$ cat src/rtl/fifo_reader_pkg.sv
// ============================================================================
// Module : fifo_reader_pkg
// Brief  : Shared types for the FIFO burst reader (FSM state encoding).
// Rev    : 1.0  initial release
// ============================================================================
`default_nettype none

package fifo_reader_pkg;

    typedef enum logic [1:0] {
        IDLE  = 2'd0,
        READ  = 2'd1,
        DRAIN = 2'd2
    } state_t;

endpackage : fifo_reader_pkg

`default_nettype wire

$ cat src/rtl/fifo_burst_reader.sv
// ============================================================================
// Module : fifo_burst_reader
// Brief  : Pops a requested number of words from a FWFT sync FIFO and
//          presents them on a registered valid/ready output with a last flag.
// Rev    : 1.0  initial release
// ============================================================================
`default_nettype none

module fifo_burst_reader
    import fifo_reader_pkg::*;
#(
    parameter int DATAWIDTH = 32,
    parameter int MAXBURST  = 16,
    localparam int LENWIDTH = $clog2(MAXBURST + 1)
) (
    input  logic                 clk,
    input  logic                 rstn,
    input  logic                 start,
    input  logic [LENWIDTH-1:0]  burst_len,
    input  logic                 abort,
    input  logic                 fifo_empty,
    input  logic [DATAWIDTH-1:0] fifo_read_data,
    output logic                 fifo_read_en,
    output logic                 out_valid,
    output logic [DATAWIDTH-1:0] out_data,
    output logic                 out_last,
    input  logic                 out_ready,
    output logic                 busy,
    output logic                 done
);

    localparam logic [LENWIDTH-1:0] c_MAX_LEN = LENWIDTH'(MAXBURST);
    localparam logic [LENWIDTH-1:0] c_ONE     = LENWIDTH'(1);

    state_t                r_state;
    logic [LENWIDTH-1:0]   r_remaining;
    logic                  r_out_valid;
    logic                  r_out_last;
    logic [DATAWIDTH-1:0]  r_out_data;

    logic                  w_pop;
    logic                  w_accept;
    logic                  w_start_ok;

    // Pop only when the output slot is free or being emptied this edge;
    // abort suppresses the pop so no FIFO word is lost on a cancelled burst.
    assign w_pop      = (r_state == READ) && !fifo_empty &&
                        (!r_out_valid || out_ready) && !abort;
    assign w_accept   = r_out_valid && out_ready;
    assign w_start_ok = start && (burst_len != '0) && (burst_len <= c_MAX_LEN);

    assign fifo_read_en = w_pop;
    assign out_valid    = r_out_valid;
    assign out_data     = r_out_data;
    assign out_last     = r_out_last;
    assign busy         = (r_state != IDLE);
    assign done         = (r_state == DRAIN) && w_accept && r_out_last && !abort;

    always_ff @(posedge clk or negedge rstn) begin
        if (!rstn) begin
            r_state     <= IDLE;
            r_remaining <= '0;
            r_out_valid <= 1'b0;
            r_out_last  <= 1'b0;
            r_out_data  <= '0;
        end else if (abort) begin
            r_state     <= IDLE;
            r_remaining <= '0;
            r_out_valid <= 1'b0;
            r_out_last  <= 1'b0;
        end else begin
            if (w_pop) begin
                r_out_data  <= fifo_read_data;
                r_out_valid <= 1'b1;
                r_out_last  <= (r_remaining == c_ONE);
                r_remaining <= r_remaining - c_ONE;
            end else if (w_accept) begin
                r_out_valid <= 1'b0;
                r_out_last  <= 1'b0;
            end

            // READ is only entered with a non-zero count and left on the
            // pop that reaches zero, so the counter cannot wrap.
            case (r_state)
                IDLE: begin
                    if (w_start_ok) begin
                        r_remaining <= burst_len;
                        r_state     <= READ;
                    end
                end
                READ: begin
                    if (w_pop && (r_remaining == c_ONE)) begin
                        r_state <= DRAIN;
                    end
                end
                DRAIN: begin
                    if (w_accept && r_out_last) begin
                        r_state <= IDLE;
                    end
                end
                default: r_state <= IDLE;
            endcase
        end
    end

endmodule : fifo_burst_reader

`default_nettype wire

$ cat config.mk
export PLATFORM = sky130hd
export DESIGN_NAME = fifo_burst_reader
export DESIGN_NICKNAME = d
export VERILOG_FILES = /design/src/rtl/fifo_reader_pkg.sv /design/src/rtl/fifo_burst_reader.sv
export SDC_FILE = /design/constraint.sdc
export NUM_CORES = 1
export LEC_CHECK = 0
export ABC_CLOCK_PERIOD_IN_PS = 2750
export BUFFER_PORTS_ARGS = -buffer_cell sky130_fd_sc_hd__buf_2
export CAP_MARGIN = 20
export CELL_PAD_IN_SITES_DETAIL_PLACEMENT = 0
export CELL_PAD_IN_SITES_GLOBAL_PLACEMENT = 1
export CORE_ASPECT_RATIO = 0.8
export CORE_MARGIN = 1
export CORE_UTILIZATION = 36
export DETAILED_ROUTE_END_ITERATION = 8
export PLACE_DENSITY_LB_ADDON = 0.1
export SYNTH_ARGS = -nofsm -noshare
export SYNTH_HDL_FRONTEND = slang
export SYNTH_SLANG_ARGS = --single-unit
$ cat constraint.sdc
create_clock -name clk -period 2.75 [get_ports clk]
set_input_delay 0 -clock clk [delete_from_list [all_inputs] [get_ports clk]]
set_output_delay 0 -clock clk [all_outputs]
set_load 0.01 [all_outputs]
==> results by group, run 1 <==
Run status
  – Status: completed

Synth
  – Gate Count Post-Synth: 138
  – Cell variety after synth: 36
  – Netlist Area Pre-Place: 0.00181 mm^2
  – Area leader, netlist: dfrtp_1
  – Post-synthesis mux area share: 19.9%
  – Async S/R FF share, synth: 100%
  – Cell with the most instances after synthesis: dfrtp_1
  – Fraction of the mapped netlist area in compound gates: 5.75%
  – Syn. warnings: 0
  – Synth Net Count: 183
  – Main combinational cell family by area after synthesis: multiplexers
  – Area contributors post-synth: dfrtp_1 57%, mux2_2 20%, xnor2_1 1.5%
  – Top post-synthesis cells by count: 41 x dfrtp_1, 32 x mux2_2, 6 x inv_1, 6 x nand2_1, 5 x a21oi_1
  – Post-synthesis sequential area ratio: 56.8%
  – Post-Synth Simple-Gate Area: 9.70%
  – #FFs+latches synth: 41
  – Synth Area in Adders: 1.39%
  – Avg Inst Size Synth: 13.1 um^2
  – Post-synth top flop: dfrtp_1
  – Post-Synth XOR/XNOR Area: 1.94%
  – Yosys top cell area share: 56.8%
  – EDFF count, synth: 0

Drt
  – Avg Vias per Cell: 4.79
  – Via count: 1496
  – Routed wire length: 4230 um
  – First-pass iteration count of the detailed router: 4
  – Routed WL per cell: 13.6 um
  – Post-DRT Antenna Nets: 0
  – DR iter-0 viols: 74
  – DRC viols: 0

Placement
  – DP Wirelength: 2950 um
  – RePlAce Congestion: 0.794
  – Port Buffers: 79

Min path
  – Hold WC Path Type: primary input to flop
  – Hold path depth: 3
  – Hold path start: burst_len[4]

CTS
  – H-tree Lvls: 2
  – Clk_lat worst skew: 0.28 ns
  – CTS tree: built
  – CTS sink count: 41
  – Root Driver: clkbuf_8
  – Post-CTS setup buffers: 0
  – CTS-repair resized insts: 0
  – Clock slew seen by the registers of the worst setup and hold paths: 0.07 ns
  – CTS Buf Count: 5
  – CTS Buffer Depth: 2

Power
  – Total power: 1860 uW
  – Maximum VDD drop: 0.451 mV
  – Pwr/cell area: 694 mW/mm^2
  – Leakage Power: 0.00128 uW

Worst setup path
  – Crit Path Class: flop to flop
  – Worst R2R Setup Slack: 0.58 ns
  – WP depth: 4
  – CP bufs+invs: 1
  – Critical-path top delay cell: or3_1
  – Required time of the critical path: 2.91 ns
  – CP startpoint: r_state[1]$_DFFE_PN0P_
  – Delay of the slowest critical-path stage: 0.48 ns
  – Startpoint Class: flop
  – Crit-path cells: or3b_1 > or3_1 > clkinv_4 > mux2_2
  – CP delay by family, top: simple AND/OR/NAND/NOR gates
  – Crit path capture type: flop
  – CP max FO: 35
  – Worst R2R Path Depth: 4
  – Worst R2R Start: r_state[1]$_DFFE_PN0P_
  – WP data arrival: 2.33 ns

Layout
  – Final core occ: 56.8%
  – Multi-input gate area: 699 um^2
  – FILL cells: 399
  – Share of layout cells above drive strength 1: 47.6%
  – Final net count: 296
  – Diode count: 0
  – Area Overhead vs Synth: 48.0%
  – Reg area: 0.00103 mm^2

STA
  – Clock skew: 0.00244 ns
  – Hold slack: 0.00697 ns
  – Fmax: 461 MHz
  – Setup TNS: 0 ns
  – Pins Over Slew Limit: 0
  – Fin. Hold Viols: 0
  – Slew margin rel.: 41.0%
  – Unrepaired setup endpoints after global routing: false
  – # setup viols final: 0
  – Minimum clock period: 2.17 ns
  – Final period util: 78.8%
  – Worst-Margin Slew: 0.885 ns

GRT
  – Antenna violations before repair: 0
  – GR Util All Layers: 17.6%
  – Global-route wire length before repair: 6920 um
  – Largest net degree at the start of global routing: 42
  – Vias in the first global route: 1530
  – Met2 global-route usage: 30.9%
  – Grt total ovfl: 0
  – M1 GR Usage: 21.7%
  – Most Crowded Layer GR: met2
  – GR Util met3: 4.58%

Die
  – Initial core utilization: 38.4%
  – I/O pins: 80
  – Die Span X: 81.2 um
  – Core area: 0.00471 mm^2
  – Die area: 0.00531 mm^2
  – Die span in y: 65.4 um
  – Row cnt: 22

Run
  – Max-cap violation count: 0
[routing by layer]
| metal | part of all wire [%] | routed length (um) |
|---|---|---|
| met3 | 5.1 | 215 |
| met2 | 51 | 2160 |
| met5 | 0 | 0 |
| met1 | 43 | 1830 |
| met4 | 0.47 | 20 |
[registers in the layout, indices dropped and copies added (netlist names)]
signal / flops
out_valid: 1
out_last: 1
out_data: 32
r_state: 2
r_remaining: 5
[worst min-delay path, stage by stage]
cell     delay [ns]
buf_2          0.12
nand2_1        0.06
o32ai_1        0.07
[kinds of logic (layout without fill, tap and decap cells)]
group / after synthesis / in the layout
DFF: 41 / 41
muxes: 32 / 32
and+or+nand+nor: 31 / 31
AOI/OAI and AO/OA: 15 / 15
buffers and inverters: 13 / 127
xor gates and xnor gates: 4 / 4
adders and majority gates: 2 / 2
[stage by stage]
stage	cell area (um^2)	setup slack, ns	instances
detailed placement	2230	0.574	271
finish	2670	0.582	312
global placement	2230	0.656	271
floorplan	1810	0.698	138
global route	2670	0.416	312
CTS	2670	0.559	312
[repair_timing]
item / CTS / global route
hold buffers: 33 / 0
endpoints found under the setup margin: 0 / 0
hold endpoints to repair: 73 / 0
[cell type report]
class / instances / share of cell area (%)
clock buffers: 7 / 3.23
clock inverters: 1 / 1.12
inverters: 7 / 1.17
multi-input cells: 84 / 26.2
flip-flops and latches: 41 / 38.4
well taps: 60 / 2.81
repair buffers: 112 / 27.1
[path summary, 6_finish.rpt]
kind | to
min in group asynchronous | out_valid$_DFFE_PN0P_
worst max-delay path | out_data[8]$_DFFE_PN0P_
worst min register to register | out_data[19]$_DFFE_PN0P_
max in group asynchronous | r_state[1]$_DFFE_PN0P_
worst min-delay path | r_remaining[4]$_DFF_PN0_
worst max register to register | out_data[8]$_DFFE_PN0P_
[cells in the final DEF, fill, tap and decap left out, types with 3 or more instances in the layout]
cell / count
dfrtp_1: 41
nand2_1: 6
nor2_1: 4
inv_1: 6
dlygate4sd3_1: 33
nor3_1: 3
a21oi_1: 5
clkbuf_8: 6
mux2_2: 32
o31ai_1: 3
xnor2_1: 3
buf_2: 79
[power breakdown]
part / internal (uW) / total (uW) / switching, uW
logic: 289 / 527 / 238
clock network: 296 / 483 / 187
registers: 762 / 845 / 82.8
(Power assumes the default switching activity.)
==> run 2, diff against run 1 <==
--- a/config.mk
+++ b/config.mk
@@ -5,7 +5,7 @@
 export SDC_FILE = /design/constraint.sdc
 export NUM_CORES = 1
 export LEC_CHECK = 0
-export ABC_CLOCK_PERIOD_IN_PS = 2750
+export ABC_CLOCK_PERIOD_IN_PS = 2200
 export BUFFER_PORTS_ARGS = -buffer_cell sky130_fd_sc_hd__buf_2
 export CAP_MARGIN = 20
 export CELL_PAD_IN_SITES_DETAIL_PLACEMENT = 0
==> constraint.sdc (replaced) <==
create_clock -name clk -period 2.2 [get_ports clk]
set_input_delay 0 -clock clk [delete_from_list [all_inputs] [get_ports clk]]
set_output_delay 0 -clock clk [all_outputs]
set_load 0.01 [all_outputs]
==> results by group, run 2 (same netlist as run 1, synthesis figures left out) <==
Run status
  – Status: completed (unchanged)

Placement
  – Dpl ws: 0.173 ns (was 0.574 ns)
  – RePlAce Congestion: 0.824 (was 0.794)
  – Placed inst area: 0.00225 mm^2 (was 0.00223 mm^2)
  – DP Wirelength: 2870 um (was 2950 um)
  – Port Buffers: 79 (unchanged)

GRT
  – Vias in the first global route: 1564 (was 1530)
  – Largest net degree at the start of global routing: 42 (unchanged)
  – Antenna violations before repair: 0 (unchanged)
  – Global-route wire length before repair: 7050 um (was 6920 um)
  – Grt total ovfl: 0 (unchanged)
  – GR Util All Layers: 17.7% (was 17.6%)

Layout
  – Max reg flops: 32 (unchanged)
  – Highest-count cells in the layout ignoring fill and taps: 79 x buf_2, 41 x dfrtp_1, 34 x dlygate4sd3_1 (was 79 x buf_2, 41 x dfrtp_1, 33 x dlygate4sd3_1)
  – Commonest non-fill, non-tap cell in the layout: buf_2 (unchanged)
  – Final net count: 300 (was 296)
  – FILL cells: 397 (was 399)
  – Share of layout cells above drive strength 1: 48.4% (was 47.6%)
  – Diode count: 0 (unchanged)
  – Final instance area: 0.00271 mm^2 (was 0.00267 mm^2)
  – Area Overhead vs Synth: 50.0% (was 48.0%)

Die
  – Die Span X: 81.2 um (unchanged)
  – Die span in y: 65.4 um (unchanged)
  – Core area: 0.00471 mm^2 (unchanged)
  – I/O pins: 80 (unchanged)
  – Row cnt: 22 (unchanged)
  – Initial core utilization: 38.4% (unchanged)
  – Die area: 0.00531 mm^2 (unchanged)

CTS
  – Clk_lat worst skew: 0.28 ns (about the same)
  – Root Driver: clkbuf_8 (unchanged)
  – CTS Buf Count: 5 (unchanged)
  – Clock slew seen by the registers of the worst setup and hold paths: 0.08 ns (was 0.07 ns)
  – Post-CTS setup buffers: 0 (unchanged)
  – CTS sink count: 41 (unchanged)
  – CTS Buffer Depth: 2 (unchanged)
  – H-tree Lvls: 2 (unchanged)
  – CTS tree: built (unchanged)

STA
  – Setup TNS: 0 ns (unchanged)
  – Pins Over Slew Limit: 0 (unchanged)
  – Fin. Hold Viols: 0 (unchanged)
  – Fin worst setup slack: 0.158 ns (was 0.582 ns)
  – # setup viols final: 0 (unchanged)
  – Minimum clock period: 2.04 ns (was 2.17 ns)
  – Clock skew: 0.00216 ns (was 0.00244 ns)
  – Fmax: 490 MHz (was 461 MHz)
  – Worst-Margin Slew: 0.895 ns (was 0.885 ns)
  – Unrepaired setup endpoints after global routing: false (unchanged)
  – Final period util: 92.8% (was 78.8%)
  – Slew margin rel.: 40.4% (was 41.0%)

Drt
  – First-pass iteration count of the detailed router: 4 (unchanged)
  – Routed wire length: 4370 um (was 4230 um)
  – Via count: 1516 (was 1496)
  – Routed WL per cell: 13.8 um (was 13.6 um)
  – Post-DRT Antenna Nets: 0 (unchanged)
  – Avg Vias per Cell: 4.80 (was 4.79)
  – DRC viols: 0 (unchanged)
  – DR iter-0 viols: 65 (was 74)

Worst setup path
  – CP max FO: 35 (unchanged)
  – Worst R2R Path Depth: 4 (unchanged)
  – WP data arrival: 2.21 ns (was 2.33 ns)
  – Crit Path Class: flop to flop (unchanged)
  – Startpoint Class: flop (unchanged)
  – Crit path capture type: flop (unchanged)
  – Required time of the critical path: 2.37 ns (was 2.91 ns)

Power
  – Maximum VDD drop: 0.522 mV (was 0.451 mV)
  – Pwr/cell area: 863 mW/mm^2 (was 694 mW/mm^2)
  – Leakage Power: 0.00129 uW (was 0.00128 uW)

Min path
  – Hold path depth: 3 (unchanged)
  – Hold WC Path Type: primary input to flop (unchanged)

Run
  – Max-cap violation count: 0 (unchanged)
[run 2: cell types whose count changed in the layout (fill, tap and decap cells not counted)]
cell	delta
buf_4	+3
clkbuf_1	-1
dlygate4sd3_1	+1
clkinvlp_4	+1
[run 2: worst max-delay path, stage by stage, from the launching register on]
cell	delay [ns]
dfrtp_1	0.38
or3b_1	0.38
or3_1	0.47
clkinv_4	0.29
mux2_2	0.38
[run 2: cell type report]
class / instances / area, um^2 / share of cell area, %
Clock inverter: 2 / 37.5 / 1.39
Tap cell: 60 / 75.1 / 2.77
Clock buffer: 6 / 82.6 / 3.05
Multi-Input combinational cell: 84 / 699 / 25.8
Timing Repair Buffer: 116 / 758 / 28.0
Sequential cell: 41 / 1030 / 37.9
Inverter: 7 / 31.3 / 1.15
[run 2: final timing paths]
path                                          from                       end  slack [ns]
max                         r_state[0]$_DFFE_PN0P_  out_data[25]$_DFFE_PN0P_        0.16
min                                   burst_len[1]  r_remaining[1]$_DFF_PN0_        0.02
max reg2reg                 r_state[0]$_DFFE_PN0P_  out_data[25]$_DFFE_PN0P_        0.16
min reg2reg                out_data[5]$_DFFE_PN0P_   out_data[5]$_DFFE_PN0P_        0.50
max in group asynchronous                     rstn  out_data[24]$_DFFE_PN0P_        1.27
min in group asynchronous                     rstn      out_last$_DFFE_PN0P_        0.37
[run 2: layer usage]
metal	vias to the layer above	share of wire, %	GRT usage [%]
li1	732	-	-
met1	729	43	21.8
met2	53	51	30.7
met3	2	5.9	4.72
met4	0	0.30	4.46
met5	-	0	0
[run 2: what timing repair did]
action | 4_1_cts | 5_1_grt
endpoints found under the hold margin | 74 | 0
gates resized for setup | 0 | 0
hold buffers | 34 | 0
[run 2: power breakdown]
part | switching [uW] | internal [uW]
Clock | 255 | 369
Combinational | 298 | 364
Sequential | 100 | 952
[run 2: stage by stage]
| step | power (uW) | std cells | hold WS (ns) | util, % |
|---|---|---|---|---|
| after CTS | 2370 | 316 | 0.00182 | 57.6 |
| final | 2340 | 316 | 0.0175 | 57.6 |
| after detailed placement | 1690 | 274 | 0.190 | 47.8 |
| after global routing | 2490 | 316 | 0.00759 | 57.6 |
| after floorplan | 1390 | 138 | -0.296 | - |
| after global placement | 1660 | 274 | 0.160 | 47.8 |
==> run 3, diff against run 2 <==
--- a/config.mk
+++ b/config.mk
@@ -5,7 +5,7 @@
 export SDC_FILE = /design/constraint.sdc
 export NUM_CORES = 1
 export LEC_CHECK = 0
-export ABC_CLOCK_PERIOD_IN_PS = 2200
+export ABC_CLOCK_PERIOD_IN_PS = 2100
 export BUFFER_PORTS_ARGS = -buffer_cell sky130_fd_sc_hd__buf_2
 export CAP_MARGIN = 20
 export CELL_PAD_IN_SITES_DETAIL_PLACEMENT = 0
@@ -15,6 +15,7 @@
 export CORE_UTILIZATION = 36
 export DETAILED_ROUTE_END_ITERATION = 8
 export PLACE_DENSITY_LB_ADDON = 0.1
+export REMOVE_ABC_BUFFERS = 1
 export SYNTH_ARGS = -nofsm -noshare
 export SYNTH_HDL_FRONTEND = slang
 export SYNTH_SLANG_ARGS = --single-unit
==> constraint.sdc (replaced) <==
create_clock -name clk -period 2.1 [get_ports clk]
set_input_delay 0 -clock clk [delete_from_list [all_inputs] [get_ports clk]]
set_output_delay 0 -clock clk [all_outputs]
set_load 0.01 [all_outputs]
==> results by group, run 3 (same netlist as run 1, synthesis figures left out) <==
STA
  – Fmax: 504 MHz (was 490 MHz)
  – Setup TNS: 0 ns (unchanged)
  – Clock skew: 0.00285 ns (was 0.00216 ns)
  – Minimum clock period: 1.99 ns (was 2.04 ns)
  – Pins Over Slew Limit: 0 (unchanged)
  – # setup viols final: 0 (unchanged)
  – Unrepaired setup endpoints after global routing: false (unchanged)
  – Slew margin rel.: 40.7% (was 40.4%)
  – Fin. Hold Viols: 0 (unchanged)
  – Worst-Margin Slew: 0.890 ns (was 0.895 ns)
  – Final period util: 94.5% (was 92.8%)

Drt
  – Routed wire length: 4390 um (was 4370 um)
  – Routed WL per cell: 13.9 um (was 13.8 um)
  – Avg Vias per Cell: 4.79 (was 4.80)
  – Post-DRT Antenna Nets: 0 (unchanged)
  – DR iter-0 viols: 37 (was 65)
  – First-pass iteration count of the detailed router: 4 (unchanged)
  – Via count: 1518 (was 1516)
  – DRC viols: 0 (unchanged)

Layout
  – FILL cells: 396 (was 397)
  – Reg area: 0.00103 mm^2 (unchanged)
  – Commonest non-fill, non-tap cell in the layout: buf_2 (unchanged)
  – Area Overhead vs Synth: 49.7% (was 50.0%)
  – Final instance area: 0.00271 mm^2 (about the same)
  – Diode count: 0 (unchanged)
  – Final net count: 301 (was 300)
  – Multi-input gate area: 706 um^2 (was 699 um^2)
  – Share of layout cells above drive strength 1: 49.0% (was 48.4%)
  – Max reg flops: 32 (unchanged)
  – Highest-count cells in the layout ignoring fill and taps: 79 x buf_2, 41 x dfrtp_1, 34 x dlygate4sd3_1 (unchanged)

CTS
  – CTS tree: built (unchanged)
  – Clk_lat worst skew: 0.28 ns (about the same)
  – Post-CTS setup buffers: 0 (unchanged)
  – Clock slew seen by the registers of the worst setup and hold paths: 0.08 ns (about the same)
  – Root Driver: clkbuf_8 (unchanged)
  – CTS Buf Count: 5 (unchanged)
  – H-tree Lvls: 2 (unchanged)
  – CTS sink count: 41 (unchanged)
  – CTS Buffer Depth: 2 (unchanged)

Placement
  – Port Buffers: 79 (unchanged)
  – DP Wirelength: 2870 um (about the same)
  – RePlAce Congestion: 0.834 (was 0.824)
  – Placed inst area: 0.00226 mm^2 (was 0.00225 mm^2)

Power
  – Total power: 2360 uW (was 2340 uW)
  – Pwr/cell area: 873 mW/mm^2 (was 863 mW/mm^2)
  – Leakage Power: 0.00130 uW (was 0.00129 uW)
  – Maximum VDD drop: 0.469 mV (was 0.522 mV)

Run
  – Max-cap violation count: 0 (unchanged)

GRT
  – Antenna violations before repair: 0 (unchanged)
  – Vias in the first global route: 1540 (was 1564)
  – GR Util All Layers: 17.0% (was 17.7%)
  – Largest net degree at the start of global routing: 42 (unchanged)
  – Global-route wire length before repair: 6800 um (was 7050 um)
  – Grt total ovfl: 0 (unchanged)

Worst setup path
  – Worst R2R Path Depth: 5 (was 4)
  – CP max FO: 35 (unchanged)
  – WP data arrival: 2.16 ns (was 2.21 ns)
  – Startpoint Class: flop (unchanged)
  – Crit Path Class: flop to flop (unchanged)
  – Required time of the critical path: 2.28 ns (was 2.37 ns)
  – Crit path capture type: flop (unchanged)

Min path
  – Hold WC Path Type: primary input to flop (unchanged)
  – Hold path depth: 3 (unchanged)

Die
  – Row cnt: 22 (unchanged)
  – Die area: 0.00531 mm^2 (unchanged)
  – Initial core utilization: 38.4% (unchanged)
  – Die Span X: 81.2 um (unchanged)
  – Core area: 0.00471 mm^2 (unchanged)
  – I/O pins: 80 (unchanged)
  – Die span in y: 65.4 um (unchanged)

Run status
  – Status: completed (unchanged)
run 3: cell types whose count changed in the layout (fill, tap and decap cells not counted):
cell        delta
bufinv_16      -1
clkinv_2       +1
clkinvlp_4     -1
buf_4          +1
clkbuf_8       +1
nor4_2         +1
nor4_1         -1
run 3: area by class of cell:
type | count | area share, %
clock buffers | 7 | 3.56
clock inverters | 1 | 0.185
inverters | 7 | 1.16
multi-input cells | 84 | 26.1
flip-flops and latches | 41 | 37.9
well taps | 60 | 2.78
repair buffers | 117 | 28.3
run 3: worst max-delay path: stages (launching register included):
cell and delay, ns:
dfrtp_1 0.39, or3b_1 0.36, or3_1 0.42, clkinv_4 0.27, nand3b_1 0.13, a311oi_1 0.31
run 3: metal layers:
metal  vias to the layer above  wire length, um  track usage, %
li1                        725                -               -
met1                       739             1980            20.5
met2                        52             2150            30.3
met3                         2              250            4.03
met4                         0               13            4.46
met5                         -                0               0
run 3: worst paths after layout:
kind | startpoint | to | slack [ns]
max | r_state[1]$_DFFE_PN0P_ | r_remaining[3]$_DFF_PN0_ | 0.11
min | burst_len[1] | r_remaining[1]$_DFF_PN0_ | 0.006
max reg2reg | r_state[1]$_DFFE_PN0P_ | r_remaining[3]$_DFF_PN0_ | 0.11
min reg2reg | out_data[27]$_DFFE_PN0P_ | out_data[27]$_DFFE_PN0P_ | 0.51
max in group asynchronous | rstn | out_data[4]$_DFFE_PN0P_ | 1.17
min in group asynchronous | rstn | out_data[10]$_DFFE_PN0P_ | 0.37
run 3: repair_timing:
action                                  in CTS  in global routing
hold buffers                                34                  0
endpoints found under the hold margin       74                  0
resized for setup                            0                  1
endpoints found under the setup margin       0                  1
run 3: power breakdown:
| part | total, uW | internal (uW) | switching, uW |
|---|---|---|---|
| logic | 698 | 382 | 316 |
| registers | 1110 | 998 | 109 |
| clock network | 558 | 297 | 260 |
| total | 2360 | 1680 | 686 |
run 3: metrics by stage:
stage | hold WS (ns) | util (%) | cells | setup slack (ns)
after floorplan | -0.296 | - | 132 | 0.105
after global placement | 0.171 | 48.0 | 275 | 0.135
after detailed placement | 0.191 | 48.0 | 275 | 0.119
after CTS | 0.0000529 | 57.3 | 317 | 0.0852
after global routing | 0.00791 | 57.5 | 317 | 0.0162
final | 0.00616 | 57.5 | 317 | 0.114
